File: config.mk
export PLATFORM = sky130hd
export DESIGN_NAME = dac_ad5322_if
export DESIGN_NICKNAME = d
export VERILOG_FILES = /design/src/rtl/dac_ad5322_if.sv
export SDC_FILE = /design/constraint.sdc
export NUM_CORES = 1
export LEC_CHECK = 0
export BUFFER_PORTS_ARGS = -buffer_cell sky130_fd_sc_hd__clkbuf_2
export CORE_AREA = 2 2 53 80
export DETAILED_ROUTE_END_ITERATION = 6
export DIE_AREA = 0 0 55 82
export PLACE_DENSITY = 0.78
export SYNTH_ARGS = -nofsm -noshare
export SYNTH_HDL_FRONTEND = slang
export SYNTH_SLANG_ARGS = --single-unit
File: constraint.sdc
create_clock -name clk_sys -period 2.8 [get_ports clk_sys]
set_input_delay 0.28 -clock clk_sys [delete_from_list [all_inputs] [get_ports clk_sys]]
set_output_delay 0.28 -clock clk_sys [all_outputs]
set_load 0.01 [all_outputs]
File: src/rtl/dac_ad5322_if.sv
// dac_ad5322_if: serial write engine for the dual 12-bit AD5322 DAC.
// Latency: accept at cycle 0, SYNC_n low cycles 1..32*CLK_DIV, done on the last GAP cycle.
// Backpressure: req_ready is high only in IDLE; requests arriving while busy are held off, never queued.
//
// Ports
//   clk_sys, RESET_N          system clock, asynchronous active-low reset
//   req_valid / req_ready     one channel update per handshake
//   req_ch, req_buf, req_pd,  frame fields {ch, buf, pd[1:0], data[11:0]}, latched at accept
//   req_data
//   req_ldac                  pulse LDAC_n after this frame
//   busy, done                ~req_ready; one-cycle completion pulse
//   oDA_SCLK/DOUT/SYNC_n/     DAC pins; SCLK idles high, data MSB first,
//   oDA_LDAC_n                DAC samples DOUT on the falling SCLK edge
//
// Build option: define DAC_DEDUP_EN to keep a per-channel shadow of the last
// transmitted word and skip frames that would not change the DAC (ldac=0 only).

module dac_ad5322_if #(
    parameter int CLK_DIV    = 4,
    parameter int LDAC_WIDTH = 2,
    parameter int GAP_CYCLES = 4
) (
    input  logic        clk_sys,
    input  logic        RESET_N,
    input  logic        req_valid,
    output logic        req_ready,
    input  logic        req_ch,
    input  logic        req_buf,
    input  logic [1:0]  req_pd,
    input  logic [11:0] req_data,
    input  logic        req_ldac,
    output logic        busy,
    output logic        done,
    output logic        oDA_SCLK,
    output logic        oDA_DOUT,
    output logic        oDA_SYNC_n,
    output logic        oDA_LDAC_n
);

    localparam int DIV_W = $clog2(CLK_DIV + 1);
    localparam int LW_W  = $clog2(LDAC_WIDTH + 1);
    localparam int GAP_W = $clog2(GAP_CYCLES + 1);

    localparam logic [DIV_W-1:0] DIV_TC  = DIV_W'(CLK_DIV);
    localparam logic [DIV_W-1:0] DIV_ONE = DIV_W'(1);
    localparam logic [LW_W-1:0]  LW_TC   = LW_W'(LDAC_WIDTH);
    localparam logic [GAP_W-1:0] GAP_TC  = GAP_W'(GAP_CYCLES);
    localparam logic [GAP_W-1:0] GAP_ONE = GAP_W'(1);
    // With a single-cycle gap the first GAP cycle is also the last one.
    localparam logic             GAP_IS_ONE = 1'(GAP_CYCLES == 1);

    typedef enum logic [1:0] {
        ST_IDLE  = 2'd0,
        ST_SHIFT = 2'd1,
        ST_LDAC  = 2'd2,
        ST_GAP   = 2'd3
    } state_t;

    state_t             state;
    logic [15:0]        shreg;        // bits still to send, next bit in [15]
    logic [3:0]         bit_cnt;      // 15..0, index of the bit currently on DOUT
    logic [DIV_W-1:0]   div_cnt;      // cycles spent in the current SCLK phase
    logic [LW_W-1:0]    ldac_cnt;
    logic [GAP_W-1:0]   gap_cnt;
    logic               ldac_pending;

    logic [15:0]        req_word;
    logic               dedup_hit;

    assign req_word = {req_ch, req_buf, req_pd, req_data};
    assign busy     = ~req_ready;

`ifdef DAC_DEDUP_EN
    logic [15:0] shadow_a;
    logic [15:0] shadow_b;

    // A frame that repeats the channel's last word changes nothing at the
    // DAC unless an LDAC pulse was asked for.
    assign dedup_hit = !req_ldac &&
                       ((req_ch ? shadow_b : shadow_a) == req_word);

    always_ff @(posedge clk_sys or negedge RESET_N) begin
        if (!RESET_N) begin
            shadow_a <= 16'hFFFF;
            shadow_b <= 16'hFFFF;
        end else if (state == ST_IDLE && req_valid && !dedup_hit) begin
            if (req_ch) begin
                shadow_b <= req_word;
            end else begin
                shadow_a <= req_word;
            end
        end
    end
`else
    assign dedup_hit = 1'b0;
`endif

    always_ff @(posedge clk_sys or negedge RESET_N) begin
        if (!RESET_N) begin
            state        <= ST_IDLE;
            req_ready    <= 1'b1;
            done         <= 1'b0;
            oDA_SCLK     <= 1'b1;
            oDA_DOUT     <= 1'b0;
            oDA_SYNC_n   <= 1'b1;
            oDA_LDAC_n   <= 1'b1;
            shreg        <= 16'h0000;
            bit_cnt      <= 4'd0;
            div_cnt      <= '0;
            ldac_cnt     <= '0;
            gap_cnt      <= '0;
            ldac_pending <= 1'b0;
        end else begin
            done <= 1'b0;
            case (state)
                ST_IDLE: begin
                    if (req_valid) begin
                        req_ready    <= 1'b0;
                        ldac_pending <= req_ldac;
                        if (dedup_hit) begin
                            state   <= ST_GAP;
                            gap_cnt <= GAP_ONE;
                            done    <= GAP_IS_ONE;
                        end else begin
                            // SCLK is already high, so putting bit 15 out
                            // with the SYNC_n fall is the first rising phase.
                            state      <= ST_SHIFT;
                            oDA_SYNC_n <= 1'b0;
                            oDA_SCLK   <= 1'b1;
                            oDA_DOUT   <= req_word[15];
                            shreg      <= {req_word[14:0], 1'b0};
                            bit_cnt    <= 4'd15;
                            div_cnt    <= DIV_ONE;
                        end
                    end
                end

                ST_SHIFT: begin
                    if (div_cnt != DIV_TC) begin
                        div_cnt <= div_cnt + DIV_ONE;
                    end else if (oDA_SCLK) begin
                        // End of the high phase: falling edge, DOUT holds.
                        oDA_SCLK <= 1'b0;
                        div_cnt  <= DIV_ONE;
                    end else if (bit_cnt == 4'd0) begin
                        // Low phase of bit 0 finished: close the frame with
                        // SCLK back high so no extra edge lands inside SYNC_n.
                        oDA_SCLK   <= 1'b1;
                        oDA_SYNC_n <= 1'b1;
                        oDA_DOUT   <= 1'b0;
                        if (ldac_pending) begin
                            state    <= ST_LDAC;
                            ldac_cnt <= '0;
                        end else begin
                            state   <= ST_GAP;
                            gap_cnt <= GAP_ONE;
                            done    <= GAP_IS_ONE;
                        end
                    end else begin
                        // Rising edge: the only place DOUT moves mid-frame.
                        oDA_SCLK <= 1'b1;
                        oDA_DOUT <= shreg[15];
                        shreg    <= {shreg[14:0], 1'b0};
                        bit_cnt  <= bit_cnt - 4'd1;
                        div_cnt  <= DIV_ONE;
                    end
                end

                ST_LDAC: begin
                    // First cycle here keeps LDAC_n high (SYNC_n-to-LDAC
                    // setup), then LDAC_WIDTH cycles low.
                    if (ldac_cnt == LW_TC) begin
                        oDA_LDAC_n <= 1'b1;
                        state      <= ST_GAP;
                        gap_cnt    <= GAP_ONE;
                        done       <= GAP_IS_ONE;
                    end else begin
                        oDA_LDAC_n <= 1'b0;
                        ldac_cnt   <= ldac_cnt + LW_W'(1);
                    end
                end

                ST_GAP: begin
                    if (gap_cnt == GAP_TC) begin
                        state     <= ST_IDLE;
                        req_ready <= 1'b1;
                    end else begin
                        gap_cnt <= gap_cnt + GAP_ONE;
                        done    <= ((gap_cnt + GAP_ONE) == GAP_TC);
                    end
                end

                default: begin
                    state     <= ST_IDLE;
                    req_ready <= 1'b1;
                end
            endcase
        end
    end

endmodule
Word-level counts from Yosys, hierarchy flattened
Cells that the tools add are included.
- equal/unequal tests: 19
- bitwise operators: 2
- $add $sub $neg: 4
- reduce and logical (&&, ||, !) cells: 16
- multiplexer cells: 55
- operators by type and width (cell ; count):
    $mux W16 ; 4
    $pmux W16 S2 ; 1
    $mux W3 ; 10
    $mux W2 ; 11
    $ne A2 B2 Y1 const B ; 11
    $mux W4 ; 4
    $mux W1 ; 15
    $reduce_and A6 Y1 ; 2
    $pmux W1 S2 ; 5
    $reduce_and A5 Y1 ; 2
    $pmux W3 S3 ; 1
    $reduce_and A3 Y1 ; 3
    $pmux W2 S4 ; 1
    $pmux W4 S2 ; 1
    $reduce_and A7 Y1 ; 1
    $add A3 B1 Y3 const B ; 2
    $eq A2 B2 Y1 const B ; 3
    $eq A3 B3 Y1 const B ; 2
    $pmux W3 S2 ; 1
    $reduce_bool A2 Y1 ; 3
    $logic_not A4 Y1 ; 1
    $ne A4 B4 Y1 const B ; 1
    $pmux W2 S2 ; 1
    $reduce_and A4 Y1 ; 1
    other kinds (8) ; 9
- register bits after elaboration: 37
- logic and storage cells: 109
- output and inout bits: 7
- input bits: 20

Longest topological paths before layout
- depth after elaboration: 5
- gate-level depth with buffers: 8
- depth with buffers taken out: 6

Worst setup path before layout
OpenSTA, ideal clock, no wires.
- path type: register to register
- start point: reg state[0]
- end point: reg state[1]
- path slack: 871 ps
- period minus slack after synthesis: 1929 ps
- path buffers: 1
- stages on the path, launching flop included: 8
- library setup time: 120 ps
- arrival: 1809 ps
- data required time: 2680 ps
- cell sequence: dfrtp_1 > inv_1 > ha_1 > buf_2 > and2b_1 > a2111oi_2 > a21oi_1 > a31o_1
- word-level cells in the longest chain between the ends: 3
- elaborated cells between the ends (all ways): 12
- classes of those cells: eq/ne: 9; mux: 1; reduce/logical: 2
- ends and longest elaborated chain (element ; RTL line ; RTL):
    from (decl) ; 59 ; state_t state;
    from (signal assigned) ; 100 ; state <= ST_IDLE;
    from (signal assigned) ; 121 ; state <= ST_GAP;
    from (signal assigned) ; 127 ; state <= ST_SHIFT;
    $eq A2 B2 Y1 (tied with other cells) ; 115 ; case (state)
    $ne A2 B2 Y1 (no source line) ; n/a ;
    $reduce_and A6 Y1 (no source line) ; n/a ;
Parallel ways exist; a longest one is shown, timed or not.
A chain may end at the register's enable or synchronous reset.

Final worst setup path
- start point: reg state[1]
- end point: reg shreg[3]
- word-level cells in the longest chain between the ends: 3
- elaborated cells between the ends (all ways): 9
- classes of those cells: eq/ne: 5; mux: 1; reduce/logical: 3
- ends and longest elaborated chain (element ; RTL line ; RTL):
    $eq A2 B1 Y1 or $logic_not A2 Y1 (tied branches) ; 115 ;
    $ne A2 B2 Y1 (no source line) or $reduce_bool A2 Y1 (tied branches) ; n/a ;
    $reduce_and A5 Y1 (no source line) ; n/a ;
    to (signal assigned) ; 131 ; shreg <= {req_word[14:0], 1'b0};
    to (signal assigned) ; 163 ; shreg <= {shreg[14:0], 1'b0};
    to (decl) ; 60 ; logic [15:0] shreg;
Parallel ways exist; a longest one is shown, timed or not.

==> key figures <==
Run status
  • Status: completed

Setup path
  • Slowest stage cell, crit path: a2111oi_4
  • CP top delay family: compound AO/OA/AOI/OAI gates
  • CP Buf/Inv Count: 2
  • Slack of the worst reg-to-reg path: ~0.56 ns
  • Max stage delay on crit path: roughly 0.55 ns
  • CP endpoint kind: flop
  • CP required: between 3 and 4 ns
  • Crit path kind: flop to flop
  • Worst setup SP type: flop
  • Worst-path maximum fanout: 14
  • Worst path cell trace: inv_1 -> ha_1 -> mux2i_2 -> a2111oi_4 -> buf_4 -> nor2_1 -> a21oi_1
  • Crit path DAT: between 2 and 2.5 ns

Routing
  • DRC Markers: 0
  • DR iter-0 viols: 22
  • Routed WL: between 3000 and 4000 um
  • ANT nets after route: 0
  • Total number of vias: 1553
  • 1st-pass router iterations: 4
  • Vias/cell: 5.59
  • Routed length per instance: around 14 um

Power and ir drop
  • Comb power frac: between 50% and 60%
  • Flop pwr share: approximately 34%
  • Switching share of power: a little over two fifths
  • Part of the power in the clock network: approximately 13%
  • Total leakage power: 1.07 nW
  • Maximum vdd drop: between 700 and 800 uV
  • Power Internal: between 1.5 and 2 mW
  • Tot Pwr: around 2.7 mW
  • Pwr Density: 1160 nW/um2
  • Sw Pwr: between 1 and 1.5 mW

Synthesis
  • Number of synthesized flops with an enable pin: 0
  • Syn. warnings: 0
  • Post-synth top flop: dfrtp_1
  • Synth Area per Inst: 10.4 um2
  • Multiplexer share of the synthesized area: about a tenth
  • Post-synthesis adder-cell area fraction: 7.09%
  • Simple-gate share of the synthesized area: between 10% and 20%
  • Complex-gate fraction of the synthesized area: 20.0%
  • Post-Syn Nets: 236
  • Sequential area share after synthesis: between 40% and 50%
  • Synth Cell Area: ~2100 um2
  • Largest family of logic cells by synthesized area: compound AO/OA/AOI/OAI gates
  • Async set-reset flop share out of synthesis: 100%
  • Synth cell types: 44
  • Synth Area in XOR/XNOR: 0%
  • Synth Register Bits: 36
  • Synth Instances: roughly 200

Clock network
  • Clock sink total: 36
  • CTS tree: built
  • TritonCTS buffer count: 5
  • H-Tree Depth: 2
  • Deepest clock path buffer count: 2
  • CTS resizes: 0
  • Clk_lat worst skew: about 0.28 ns
  • CTS root buffer: clkbuf_8
  • Post-CTS Setup Bufs: 0
  • Hold buffer count at CTS: 0
  • Reg clk slew, reported paths: approximately 0.07 ns

Placed design
  • Placer Congestion: between 0.7 and 0.8
  • Placed cell count: about 270
  • Final HPWL DP: about 2800 um
  • Post-placement cell area: approximately 2300 um2
  • Port bufs: 26
  • Setup WS pre-CTS: ~0.57 ns

STA
  • Final-report max-slew violation count: 0
  • Max_slew headroom: approximately two fifths
  • Clock Skew: 0.00462 ns
  • FMAX: about 0.45 GHz
  • Final setup fails: 0
  • Hold Vio Cnt, Final: 0
  • Final period util: between 80% and 90%
  • RSZ-0062 raised after global routing: no
  • Least-Margin Pin Slew: approximately 0.88 ns
  • Fin crit period: around 2.2 ns
  • Final setup margin: around 0.56 ns
  • Setup tns final: 0 ns

Cells and area
  • FF/Latch Area: roughly 910 um2
  • Commonest non-fill, non-tap cell in the layout: dfrtp_1
  • Net total in the final layout: about 270
  • Fillers: between 300 and 400
  • Share of cells above drive strength 1: roughly 30%
  • Finished Layout Cells: ~280
  • Multi-input gate area: 1090 um2
  • Most frequent cells in the layout: dfrtp_1 (32), clkbuf_2 (26), mux2i_1 (19)
  • Fin area: around 2400 um2
  • Antenna diodes: 0
  • Area delta synth->final: 11.1%

Die
  • Site Rows: 28
  • Die ar.: about 4500 um2
  • Die W: ~55 um
  • Initial Util: between 50% and 60%
  • Ports: 27
  • Die height: around 82 um
  • Core area: slightly below 4000 um2

Global routing
  • First-pass GRT wire length: roughly 6500 um
  • GR met1 Demand/Resource: approximately 23%
  • Initial antenna violation count: 0
  • Grt met2 use: roughly a third
  • Pin count of the biggest net entering global routing: 37
  • Grt peak-use layer: met2
  • Total gr overflow: 0
  • Vias in the first global route: ~1500
  • GRT Util Overall: 19.9%
  • Routing usage on met3: under 10%

Run
  • MaxCap Viol Count: 0

Worst hold path
  • Worst hold path type: primary input to async pin
==> logic make-up (layout without fill, tap and decap cells) <==
kind of cell,after synthesis,in the layout
muxes,22,22
DFF,36,36
and+or+nand+nor,54,54
buffers and inverters,24,53
AOI/OAI and AO/OA,56,56
adders and majority gates,12,12
==> cell type report <==
type / instances / share of cell area (%)
Clock buffer: 6 / 3.08
Multi-Input combinational cell: 144 / 46.3
Clock inverter: 1 / 0.213
Tap cell: 45 / 2.39
Inverter: 15 / 2.39
Sequential cell: 36 / 38.5
Timing Repair Buffer: 31 / 7.12
==> path summary, 6_finish.rpt <==
kind | from | end | cells past startpoint
setup / recovery | state[1]$_DFFE_PN0P_ | shreg[3]$_DFFE_PN0P_ | 7
setup reg to reg | state[1]$_DFFE_PN0P_ | shreg[3]$_DFFE_PN0P_ | 7
max in group asynchronous | RESET_N | shreg[11]$_DFFE_PN0P_ | 1
hold reg to reg | oDA_LDAC_n$_DFFE_PN1P_ | oDA_LDAC_n$_DFFE_PN1P_ | 2
hold / removal | RESET_N | div_cnt[2]$_DFFE_PN0P_ | 1
min in group clk_sys | req_data[0] | shreg[1]$_DFFE_PN0P_ | 3
==> sequential cells by signal, summed over array words and instances, names as in the netlist, 2 cells and up <==
register  count
state         2
div_cnt       3
bit_cnt       4
shreg        15
ldac_cnt      2
gap_cnt       3
==> power groups by stage <==
stage	clock network, mW	registers (mW)	logic, mW
2_1_floorplan	0	0.904	1.23
3_3_place_gp	0	0.926	1.43
3_5_place_dp	0	0.934	1.47
4_1_cts	0.356	0.926	1.47
5_1_grt	0.375	0.964	1.65
6_report	0.341	0.922	1.46
==> synthesized netlist by cell type (2+ instances only) <==
master | n | share of area (%)
a21oi_2 | 14 | 5.8
nand3_1 | 2 | 0.47
o21ai_0 | 9 | 2.1
dfstp_2 | 4 | 5.0
nor2_2 | 5 | 1.5
and3_1 | 3 | 0.89
a2111oi_2 | 2 | 1.4
buf_6 | 4 | 2.1
nand2_1 | 11 | 1.9
nor2_1 | 13 | 2.3
clkbuf_1 | 2 | 0.35
nor2b_1 | 3 | 0.89
a31oi_1 | 9 | 2.7
mux2_2 | 2 | 1.1
a211oi_1 | 2 | 0.71
and2_1 | 2 | 0.59
nand2b_1 | 3 | 0.89
mux2i_1 | 19 | 9.0
inv_1 | 15 | 2.7
buf_2 | 2 | 0.47
nor3b_1 | 4 | 1.4
a21oi_1 | 10 | 2.4
dfrtp_1 | 32 | 38
ha_1 | 12 | 7.1
==> layer usage <==
metal / vias up / share of wire [%]
met5: - / 0
met4: 0 / 2.1
met3: 8 / 3.6
met2: 30 / 50
met1: 737 / 44
li1: 778 / -
==> through the flow <==
| step | hold WS, ns | utilization, % |
|---|---|---|
| floorplan | -0.0156 | - |
| global placement | 0.450 | 59.1 |
| detailed placement | 0.441 | 59.1 |
| CTS | 0.138 | 61.1 |
| global route | 0.184 | 61.1 |
| finish | 0.103 | 61.1 |
Note: power is estimated with default switching activity, not from simulation.
